## config.mk

```make
export PLATFORM = sky130hd
export DESIGN_NAME = led_indicator_bank_flat
export DESIGN_NICKNAME = d
export VERILOG_FILES = /design/src/rtl/led_indicator_bank_if.sv /design/src/rtl/led_indicator_bank.sv /design/src/flat_wrapper.sv
export SDC_FILE = /design/constraint.sdc
export NUM_CORES = 1
export LEC_CHECK = 0
export ABC_AREA = 1
export CAP_MARGIN = 20
export CORE_MARGIN = 2
export CORE_UTILIZATION = 54
export CTS_CLUSTER_SIZE = 24
export DETAILED_ROUTE_END_ITERATION = 16
export PLACE_DENSITY = 0.75
export SLEW_MARGIN = 20
export SYNTH_ARGS = -nofsm -noshare
export SYNTH_HDL_FRONTEND = slang
export SYNTH_SLANG_ARGS = --single-unit
```

## constraint.sdc

```tcl
create_clock -name clkin -period 1.8 [get_ports clkin]
set_input_delay 0.18 -clock clkin [delete_from_list [all_inputs] [get_ports clkin]]
set_output_delay 0.18 -clock clkin [all_outputs]
set_load 0.02 [all_outputs]
```

## src/rtl/led_indicator_bank_if.sv

```systemverilog
// led_indicator_bank_if: request/mode/clear inputs and LED/active/tick outputs of the indicator bank.
interface led_indicator_bank_if #(
  parameter int N_CH = 4
);
  logic [N_CH-1:0] req;
  logic blink_en;
  logic turnoff;
  logic [N_CH-1:0] led;
  logic [N_CH-1:0] active;
  logic tick;
  modport master (output req, blink_en, turnoff, input led, active, tick);
  modport slave (input req, blink_en, turnoff, output led, active, tick);
endinterface

```

## src/rtl/led_indicator_bank.sv

```systemverilog
// led_indicator_bank: N-channel steady/blink LED driver with per-channel hold timeout,
// global turnoff and a free-running prescaler producing the slow tick.
module led_indicator_bank #(
  parameter int N_CH = 4,
  parameter int CLK_DIV = 40_000_000,
  parameter int HOLD_TICKS = 8
) (
  input logic clkin,
  input logic reset,
  led_indicator_bank_if.slave bus
);
  localparam int PW = $clog2(CLK_DIV);
  localparam int HW = HOLD_TICKS > 0 ? $clog2(HOLD_TICKS + 1) : 1;
  localparam logic [PW-1:0] P_LAST = PW'(CLK_DIV - 1);
  localparam logic [HW-1:0] H_LAST = HW'(HOLD_TICKS > 0 ? HOLD_TICKS - 1 : 0);
  localparam logic [1:0] OFF = 2'd0;
  localparam logic [1:0] ON = 2'd1;
  localparam logic [1:0] BLINK = 2'd2;
  logic [PW-1:0] pre;
  logic tick_q;
  logic [N_CH-1:0] req_prev;
  always_ff @(posedge clkin or posedge reset) begin
    if (reset) begin
      pre <= '0;
      tick_q <= 1'b0;
      req_prev <= '0;
    end else begin
      pre <= pre == P_LAST ? '0 : pre + 1'b1;
      tick_q <= pre == P_LAST;
      req_prev <= bus.req;
    end
  end
  assign bus.tick = tick_q;
  for (genvar g = 0; g < N_CH; g++) begin : ch
    logic [1:0] st, st_n;
    logic ph, ph_n;
    logic [HW-1:0] cnt, cnt_n;
    logic rise, expire, led_q, act_q;
    assign rise = bus.req[g] & ~req_prev[g];
    assign expire = HOLD_TICKS != 0 && cnt == H_LAST;
    // turnoff beats a rise, and a rise beats a tick in the same cycle
    always_comb begin
      st_n = st;
      ph_n = ph;
      cnt_n = cnt;
      if (bus.turnoff) begin
        st_n = OFF;
        ph_n = 1'b0;
        cnt_n = '0;
      end else if (rise) begin
        st_n = bus.blink_en ? BLINK : ON;
        ph_n = 1'b1;
        cnt_n = '0;
      end else if (tick_q && st != OFF) begin
        st_n = expire ? OFF : st;
        ph_n = expire ? 1'b0 : (st == BLINK ? ~ph : ph);
        cnt_n = expire ? '0 : (HOLD_TICKS != 0 ? cnt + 1'b1 : cnt);
      end
    end
    always_ff @(posedge clkin or posedge reset) begin
      if (reset) begin
        st <= OFF;
        ph <= 1'b0;
        cnt <= '0;
        led_q <= 1'b0;
        act_q <= 1'b0;
      end else begin
        st <= st_n;
        ph <= ph_n;
        cnt <= cnt_n;
        led_q <= st_n == ON || (st_n == BLINK && ph_n);
        act_q <= st_n != OFF;
      end
    end
    assign bus.led[g] = led_q;
    assign bus.active[g] = act_q;
  end
endmodule

```

## src/flat_wrapper.sv

```systemverilog
// flat-port wrapper written by rule: the top's interface ports become plain ports
module led_indicator_bank_flat 
#(
  parameter int N_CH = 4,
  parameter int CLK_DIV = 40_000_000,
  parameter int HOLD_TICKS = 8
)
  (clkin, reset, bus_req, bus_blink_en, bus_turnoff, bus_led, bus_active, bus_tick);
  led_indicator_bank_if #(.N_CH(N_CH)) bus_i ();
  input logic clkin;
  input logic reset;
  input wire logic [$bits(bus_i.req)-1:0] bus_req;
  input wire logic [$bits(bus_i.blink_en)-1:0] bus_blink_en;
  input wire logic [$bits(bus_i.turnoff)-1:0] bus_turnoff;
  output wire logic [$bits(bus_i.led)-1:0] bus_led;
  output wire logic [$bits(bus_i.active)-1:0] bus_active;
  output wire logic [$bits(bus_i.tick)-1:0] bus_tick;
  assign bus_i.req = bus_req;
  assign bus_i.blink_en = bus_blink_en;
  assign bus_i.turnoff = bus_turnoff;
  assign bus_led = bus_i.led;
  assign bus_active = bus_i.active;
  assign bus_tick = bus_i.tick;
  led_indicator_bank #(.N_CH(N_CH), .CLK_DIV(CLK_DIV), .HOLD_TICKS(HOLD_TICKS)) u_core (.clkin(clkin), .reset(reset), .bus(bus_i));
endmodule
```

==> results list, run 1 <==
* Time the worst path needs with I/O delays and setup: 1.65 ns
* Starting density of the core: 56.1%
* Gate Count Post-Synth: 460
- Setup repair after global routing left no endpoint under its margin.
- The die is 85.5 um wide.
- Core Box Area: 6390 um^2
- Post-layout total power: 2.97 mW
- Clk network pwr share: 40.7%
- Critical Path Source Type: register
* Commonest cells after routing, fill and taps aside: sky130_fd_sc_hd__nand2_1, sky130_fd_sc_hd__nor2_1, sky130_fd_sc_hd__dfrtp_1
- Gr usage total: 21.3%
- 1st-pass router iterations: 4
- HPWL reported at the end of detailed placement: 5.19 mm
- Arrival time reported for the critical path endpoint: 1.47 ns
* Number of buffers created by CTS: 9
* Hold Path Class: in2async
* Antenna Diode Count: 0
- By startpoint and endpoint, the worst setup path is classified as reg2out.
- Once detail routing completed, the nets flagged for antenna violations numbered 0.
- Final cycle utilization of the critical path: 91.6%
- Buffers inserted by post-CTS timing repair: 0
- For the worst setup path, the data required time is 1.62 ns.
- The H-tree was split into 3 levels.
- Cell internal power was estimated by the tool at 2.25 mW.
* Count of final setup violators: 0
- The run finished with clean final reports.
- Chip height: 85.5 um
- Startpoint of the worst-slack reg-to-reg timing path: u_core.pre[0]
- Of the cells placed in the final design, the portion with a size suffix greater than 1 is 9.22%.
- Summed over all cells, the static leakage comes to 1.94 nW.
- The number of nets handed over by synthesis was 473.
- Leaving out filler cells and counting taps, the final layout contains 565.
* Std cell rows: 29
- Summing all placed instances gives a cell area of 3850 um^2.
- Share of power burned in combinational logic: 7.0%
* Post-route cell area: 4040 um^2
* Critical Path Sink Type: output port
* IO buf count: 16
* Number of distinct standard cells referenced by the synthesized netlist: 27
- In this run the power spent charging and discharging nets is 719 uW.
- After clock tree synthesis, the flow added hold-fix buffers numbering 0.
* Fin Clk Skew: 0.0101 ns
* Most common cell after layout, fill and taps aside: sky130_fd_sc_hd__nand2_1
* Total negative slack for setup checks: 0 ns
- In the final routed layout, each cell accounts on average for 12.1 um.
- Clock sink total: 67
- Max-capacitance violation count: 0
* Transition at the pin with the smallest max-transition slack: 0.473 ns
- The number of max-slew violations in the final report was 0.
- Total power per unit cell area: 735 nW/um^2
* Number of antenna violations at the first check in global routing: 0
- Global-route wire length before repair: 12.3 mm
* Nets@finish: 496
- Of all nets on the critical path, the largest fanout is 6.
- Residual DRC count: 0
- After clock tree synthesis, the clock-pin slew on the worst setup and hold paths is 0.08 ns.
- The layout has 554 filler cells.
- Total routed wirelength: 6.86 mm
- Compared with the post-synthesis result, the final layout area differs by 12.8%.
* Buffers from clock root to sink, at most: 2
- Depth of the worst register-to-register path: 8
- After global routing the overflow that remains totals 0.
- In this run the count of I/O pins placed on the die edge is 17.
- Worst reg-to-reg setup slack: 0.22 ns
- After clock tree synthesis, the repair step resized 0 gates.
- During synthesis, Yosys emitted a total of 0 warnings.
- Switching portion of total power: 24.2%
* Main area contributors after synthesis: sky130_fd_sc_hd__dfrtp_1, sky130_fd_sc_hd__nand2_1, sky130_fd_sc_hd__nor2_1
* Clock tree from TritonCTS: built
- The worst pin sits at a relative slew slack of 68.4%.
- Registers are responsible for 52.3% of the overall power.
* Worst R2R End: u_core.pre[22]
* Register bit count reported by yosys: 67
- In this run, the number of DRC markers left after iteration 0 of detailed routing was 144.
- After synthesis the cells add up to 3580 um^2.
* Vias in the first global route: 2,849
* Post-synth top area share: 46.8%
* Peak supply drop: 0.494 mV
- Root buffer cell: sky130_fd_sc_hd__clkbuf_8
- Clock latency reported for the late side of the worst-skew pair: 0.35 ns
* Post-Syn Area per Cell: 7.79 um^2
- The final number of hold-violating endpoints is 0.
- Post-detailed-route via-to-cell ratio: 5.17
- The synthesized design spends more area on one cell type than any other, namely sky130_fd_sc_hd__dfrtp_1.
* Pin count of the biggest net entering global routing: 29
* Final weighted congestion in routability-driven placement: 0.939
- After synthesis, flip-flops and latches occupy 46.8% of the total area.
- After detailed placement, the design holds a cell count of 549.
- Area enclosed by the die boundary: 7300 um^2
* Vias: 2,921
- For this run, the top clock speed supported by timing is 0.606 GHz.
## power by group through the flow
stage / Sequential, mW / Clock [mW] / Combinational [mW]
after detailed placement: 1.58 / 0 / 0.213
after CTS: 1.55 / 1.24 / 0.213
after global routing: 1.56 / 1.31 / 0.238
after global placement: 1.58 / 0 / 0.208
final: 1.55 / 1.21 / 0.209
after floorplan: 1.58 / 0 / 0.143
## synthesized netlist by cell type, drive strengths merged
master and count:
clkbuf 1, nand3 39, nand2 128, xor2 18, ha 5, clkinv 1, nor2 76, nor3 10
xnor2 2, nand4 12, nand3b 3, o21ai 14, o21bai 3, inv 56, buf 10, a21oi 15
dfrtp 67
## sequential cells by signal, indices dropped and copies added, names as in the netlist
register         count
u_core.ch.cnt       16
u_core.ch.st         8
u_core.ch.act_q      4
u_core.ch.led_q      4
u_core.pre          26
u_core.req_prev      4
u_core.ch.ph         4
u_core.bus.tick      1
## how the worst max path moves through the flow
stage	startpoint	end
final	u_core.bus.tick	bus_tick
after global routing	u_core.pre[0]	u_core.pre[22]
after CTS	u_core.bus.tick	bus_tick
after detailed placement	bus_turnoff	u_core.ch[1].cnt[0]
after global placement	bus_turnoff	u_core.ch[3].led_q
after floorplan	u_core.pre[0]	u_core.pre[22]
## area by class of cell
| class | instances | area (um^2) | share of cell area [%] |
|---|---|---|---|
| multi-input cells | 325 | 1620 | 40.1 |
| clock buffers | 9 | 124 | 3.07 |
| well taps | 77 | 96.3 | 2.38 |
| inverters | 57 | 219 | 5.42 |
| clock inverters | 7 | 68.8 | 1.70 |
| repair buffers | 23 | 238 | 5.88 |
| flip-flops and latches | 67 | 1680 | 41.5 |
## logic make-up (layout without fill, tap and decap cells)
kind of cell	after synthesis	in the layout	share of synthesized area (%)
XOR/XNOR	20	20	4.89
AND/OR/NAND/NOR	268	268	33.9
AO/OA/AOI/OAI	32	32	4.68
flip-flops	67	67	46.8
buffers and inverters	68	96	8.03
adder cells (fa/ha/maj)	5	5	1.75
## per-layer routing
| metal | track usage, % | share of wire, % | up-vias |
|---|---|---|---|
| met3 | 4.67 | 4.4 | 10 |
| li1 | - | - | 1494 |
| met5 | 0 | 0 | - |
| met4 | 8.66 | 1.5 | 0 |
| met2 | 33.7 | 46 | 54 |
| met1 | 28.5 | 48 | 1363 |
## metrics by stage
stage	util, %	setup WS [ns]	hold slack [ns]
4_1_cts	63.3	0.135	0.204
3_3_place_gp	60.3	0.138	0.495
5_1_grt	63.3	0.0691	0.223
6_report	63.3	0.151	0.196
3_5_place_dp	60.3	0.0886	0.499
2_1_floorplan	-	0.420	0.211
## worst max-delay path, cell delays in order, from the launching register on
cell	delay, ns
sky130_fd_sc_hd__dfrtp_1	0.37
sky130_fd_sc_hd__buf_4	0.15
sky130_fd_sc_hd__clkdlybuf4s50_1	0.60
(Power assumes the default switching activity.)
==> run 2, diff against run 1 <==
--- a/config.mk
+++ b/config.mk
@@ -8,10 +8,9 @@
 export ABC_AREA = 1
 export CAP_MARGIN = 20
 export CORE_MARGIN = 2
-export CORE_UTILIZATION = 54
+export CORE_UTILIZATION = 45
 export CTS_CLUSTER_SIZE = 24
 export DETAILED_ROUTE_END_ITERATION = 16
-export PLACE_DENSITY = 0.75
 export SLEW_MARGIN = 20
 export SYNTH_ARGS = -nofsm -noshare
 export SYNTH_HDL_FRONTEND = slang
==> results list, run 2 (synthesized netlist as in run 1, its figures left out) <==
- 1st-pass router iterations: 4 (unchanged)
- On the critical path the largest part of the delay comes from simple AND/OR/NAND/NOR gates.
* Instance count after placement with tap cells included: 572 (+4.2%)
* Share of cells above drive strength 1: 8.47% (-0.75 points)
- Residual DRC count: 0 (unchanged)
* Clock latency reported for the late side of the worst-skew pair: 0.34 ns (about the same)
- The worst voltage drop across the vdd grid came to 0.418 mV (-16%).
- Headroom to the max-slew limit: 73.2% (+4.9 points)
* Met2 Usage GRT: 32.7% (-1.0 points)
* Slowest cell on crit path: sky130_fd_sc_hd__dfrtp_1
- Vias in the first global route: 2,854 (+0.18%)
* Max FFs per register: 26 (unchanged)
- Arrival time reported for the critical path endpoint: 1.74 ns (+0.27 ns)
- Critical Path Source Type: register
* WL/cell: 12.4 um (+1.9%)
* Pin count of the biggest net entering global routing: 68 (+130%)
- Chip height: 93.2 um (+9.1%)
* Buffers from clock root to sink, at most: 2 (unchanged)
* Cell Count, Final, Fillers Out: 586 (+3.7%)
* Post-detailed-route count of antenna-violating nets: 0 (unchanged)
- The count of buffers inserted at the top-level ports is 16 (unchanged).
* Data required time at the worst endpoint: 2.04 ns (+0.42 ns)
* Number of filler cells placed in the layout: 750 (+35%)
- The largest registers in the layout are u_core.pre x26, u_core.ch.cnt x16, u_core.ch.st x8.
* Clock sink total: 67 (unchanged)
* Cell seen most often among critical-path stages: sky130_fd_sc_hd__nand2_1
- The clock-pin slew on the worst setup and hold paths is 0.07 ns (about the same).
* Crit Path Class: reg2reg
- The maximum clock frequency was 0.664 GHz (+9.6%).
- Nets@finish: 494 (-0.40%)
* Total negative slack for setup checks: 0 ns (unchanged)
- Post-detailed-route via-to-cell ratio: 4.88 (-5.6%)
- The total of endpoints with negative setup slack in the final report is 0 (unchanged).
* Critical Path Sink Type: register
* Number of buffers created by CTS: 9 (unchanged)
- Worst-path cell chain: ha_1, nand2_2, nor3_4, nand3_1, nand2_1, nand2_1, nand2_1, inv_1
- The cell area after layout is 4060 um^2 (+0.34%).
* Time the worst path needs with I/O delays and setup: 1.50 ns (-0.144 ns)
* Total gr overflow: 0 (unchanged)
- GRT Max-Usage Layer: met2
- The final setup skew was 0.00811 ns (-0.00197 ns).
- Number of failing hold endpoints at the final stage: 0 (unchanged)
- The actual slew at the worst max-slew pin was 0.400 ns (-0.0734 ns).
- DIE WIDTH: 93.2 um (+9.1%)
* Maximum fanout count along the critical path: 6 (unchanged)
- The first-pass GRT wire length was 12.8 mm (+4.2%).
* Total power per unit cell area: 746 nW/um^2 (+1.5%)
- The number of buffers added to fix hold violations after cts is 0 (unchanged).
- TritonCTS built the clock tree.
* Vias: 2,860 (-2.1%)
- In this run the worst hold path is classified as in2async.
* H-tree level count: 3 (unchanged)
* Number of DRC violations after detailed-routing iteration 0: 104 (-28%)
- Max-capacitance violation count: 0 (unchanged)
- The met1 usage was 22.8% (-5.7 points).
* Root buffer cell: sky130_fd_sc_hd__clkbuf_8
- Most common cell after layout, fill and taps aside: sky130_fd_sc_hd__nand2_1
- Number of top-level pins: 17 (unchanged)
* Starting density of the core: 46.4% (-9.7 points)
- Unrepaired setup endpoints after global routing: no
- The global-route met3 utilization is 3.95% (-0.72 points).
- The initial antenna violation count is 0 (unchanged).
- Final hold slack: 0.283 ns (+0.0869 ns)
* Static Leakage: 1.95 nW (+0.68%)
* Gr usage total: 18.9% (-2.5 points)
- Total routed wirelength: 7.25 mm (+5.6%)
- Number of buffers and inverters on the critical path: 1 (-1)
- Std cell rows: 32 (+10%)
* Outcome: finished clean
- Most flop-heavy register: u_core.pre
- The part of the cycle the worst path needs came to 83.6% (-8.0 points).
- The number of antenna diodes was 0 (unchanged).
* HPWL reported at the end of detailed placement: 5.37 mm (+3.4%)
* Final weighted congestion in routability-driven placement: 0.885 (-5.8%)
- Core Box Area: 7730 um^2 (+21%)
- CP peak stage delay: 0.42 ns (-0.18 ns)
- The die area was 8690 um^2 (+19%).
* Post-DP Area: 3850 um^2 (about the same)
* Signed area change from the synthesized netlist to the final layout: 13.2%
- The top cell types in the final layout, fill and taps aside, are sky130_fd_sc_hd__nand2_1, sky130_fd_sc_hd__nor2_1, sky130_fd_sc_hd__dfrtp_1.
- Max-slew violation total from the final report: 0 (unchanged)
==> run 2: changes by cell type in the layout (fill, tap and decap cells not counted), sizes merged <==
cell and delta:
buf -2, dlymetal6s2s +1, clkbuf +3, clkdlybuf4s50 -1
clkinvlp -2, clkinv -3
==> run 2: final timing paths <==
kind                                 from             endpoint  slack, ns  cells past startpoint
setup / recovery            u_core.pre[0]       u_core.pre[14]       0.30                      8
hold / removal                      reset  u_core.ch[3].cnt[2]       0.28                      3
setup reg to reg            u_core.pre[0]       u_core.pre[14]       0.30                      8
hold reg to reg            u_core.pre[16]       u_core.pre[16]       0.49                      1
max in group asynchronous           reset   u_core.req_prev[0]       1.24                      3
min in group clkin             bus_req[0]   u_core.req_prev[0]       0.32                      1
==> run 2: where the power goes <==
group	switching (mW)	internal, mW	leakage [nW]
clock network	0.533	0.736	0.104
registers	0.0157	1.54	0.900
logic	0.126	0.0768	0.949
==> run 2: area by class of cell <==
type / instances / area [um^2] / share of cell area, %
inverters: 57 / 219 / 5.40
flip-flops and latches: 67 / 1680 / 41.3
repair buffers: 21 / 213 / 5.25
clock inverters: 2 / 35.0 / 0.864
clock buffers: 12 / 165 / 4.07
multi-input cells: 325 / 1620 / 39.9
well taps: 102 / 128 / 3.15
==> run 2: stage by stage <==
stage	power (mW)	utilization, %	setup WS, ns
floorplan	1.72	-	0.420
global placement	1.79	49.9	0.244
detailed placement	1.79	49.9	0.188
CTS	3.08	52.4	0.0301
global route	3.17	52.5	0.133
finish	3.03	52.5	0.295
==> run 2: per-layer routing <==
metal,vias up,share of wire [%]
li1,1478,-
met1,1325,46
met2,46,49
met3,11,2.9
met4,0,2.1
met5,-,0
==> run 2: tightest hold or removal path, stage by stage <==
cell and delay (ns):
sky130_fd_sc_hd__clkdlybuf4s50_1 0.44, sky130_fd_sc_hd__clkinvlp_4 0.09, sky130_fd_sc_hd__buf_12 0.31
==> run 2: what timing repair did <==
item / 4_1_cts / 5_1_grt
endpoints found under the setup margin: 0 / 1
buffers inserted: 0 / 0
gates resized for setup: 0 / 1
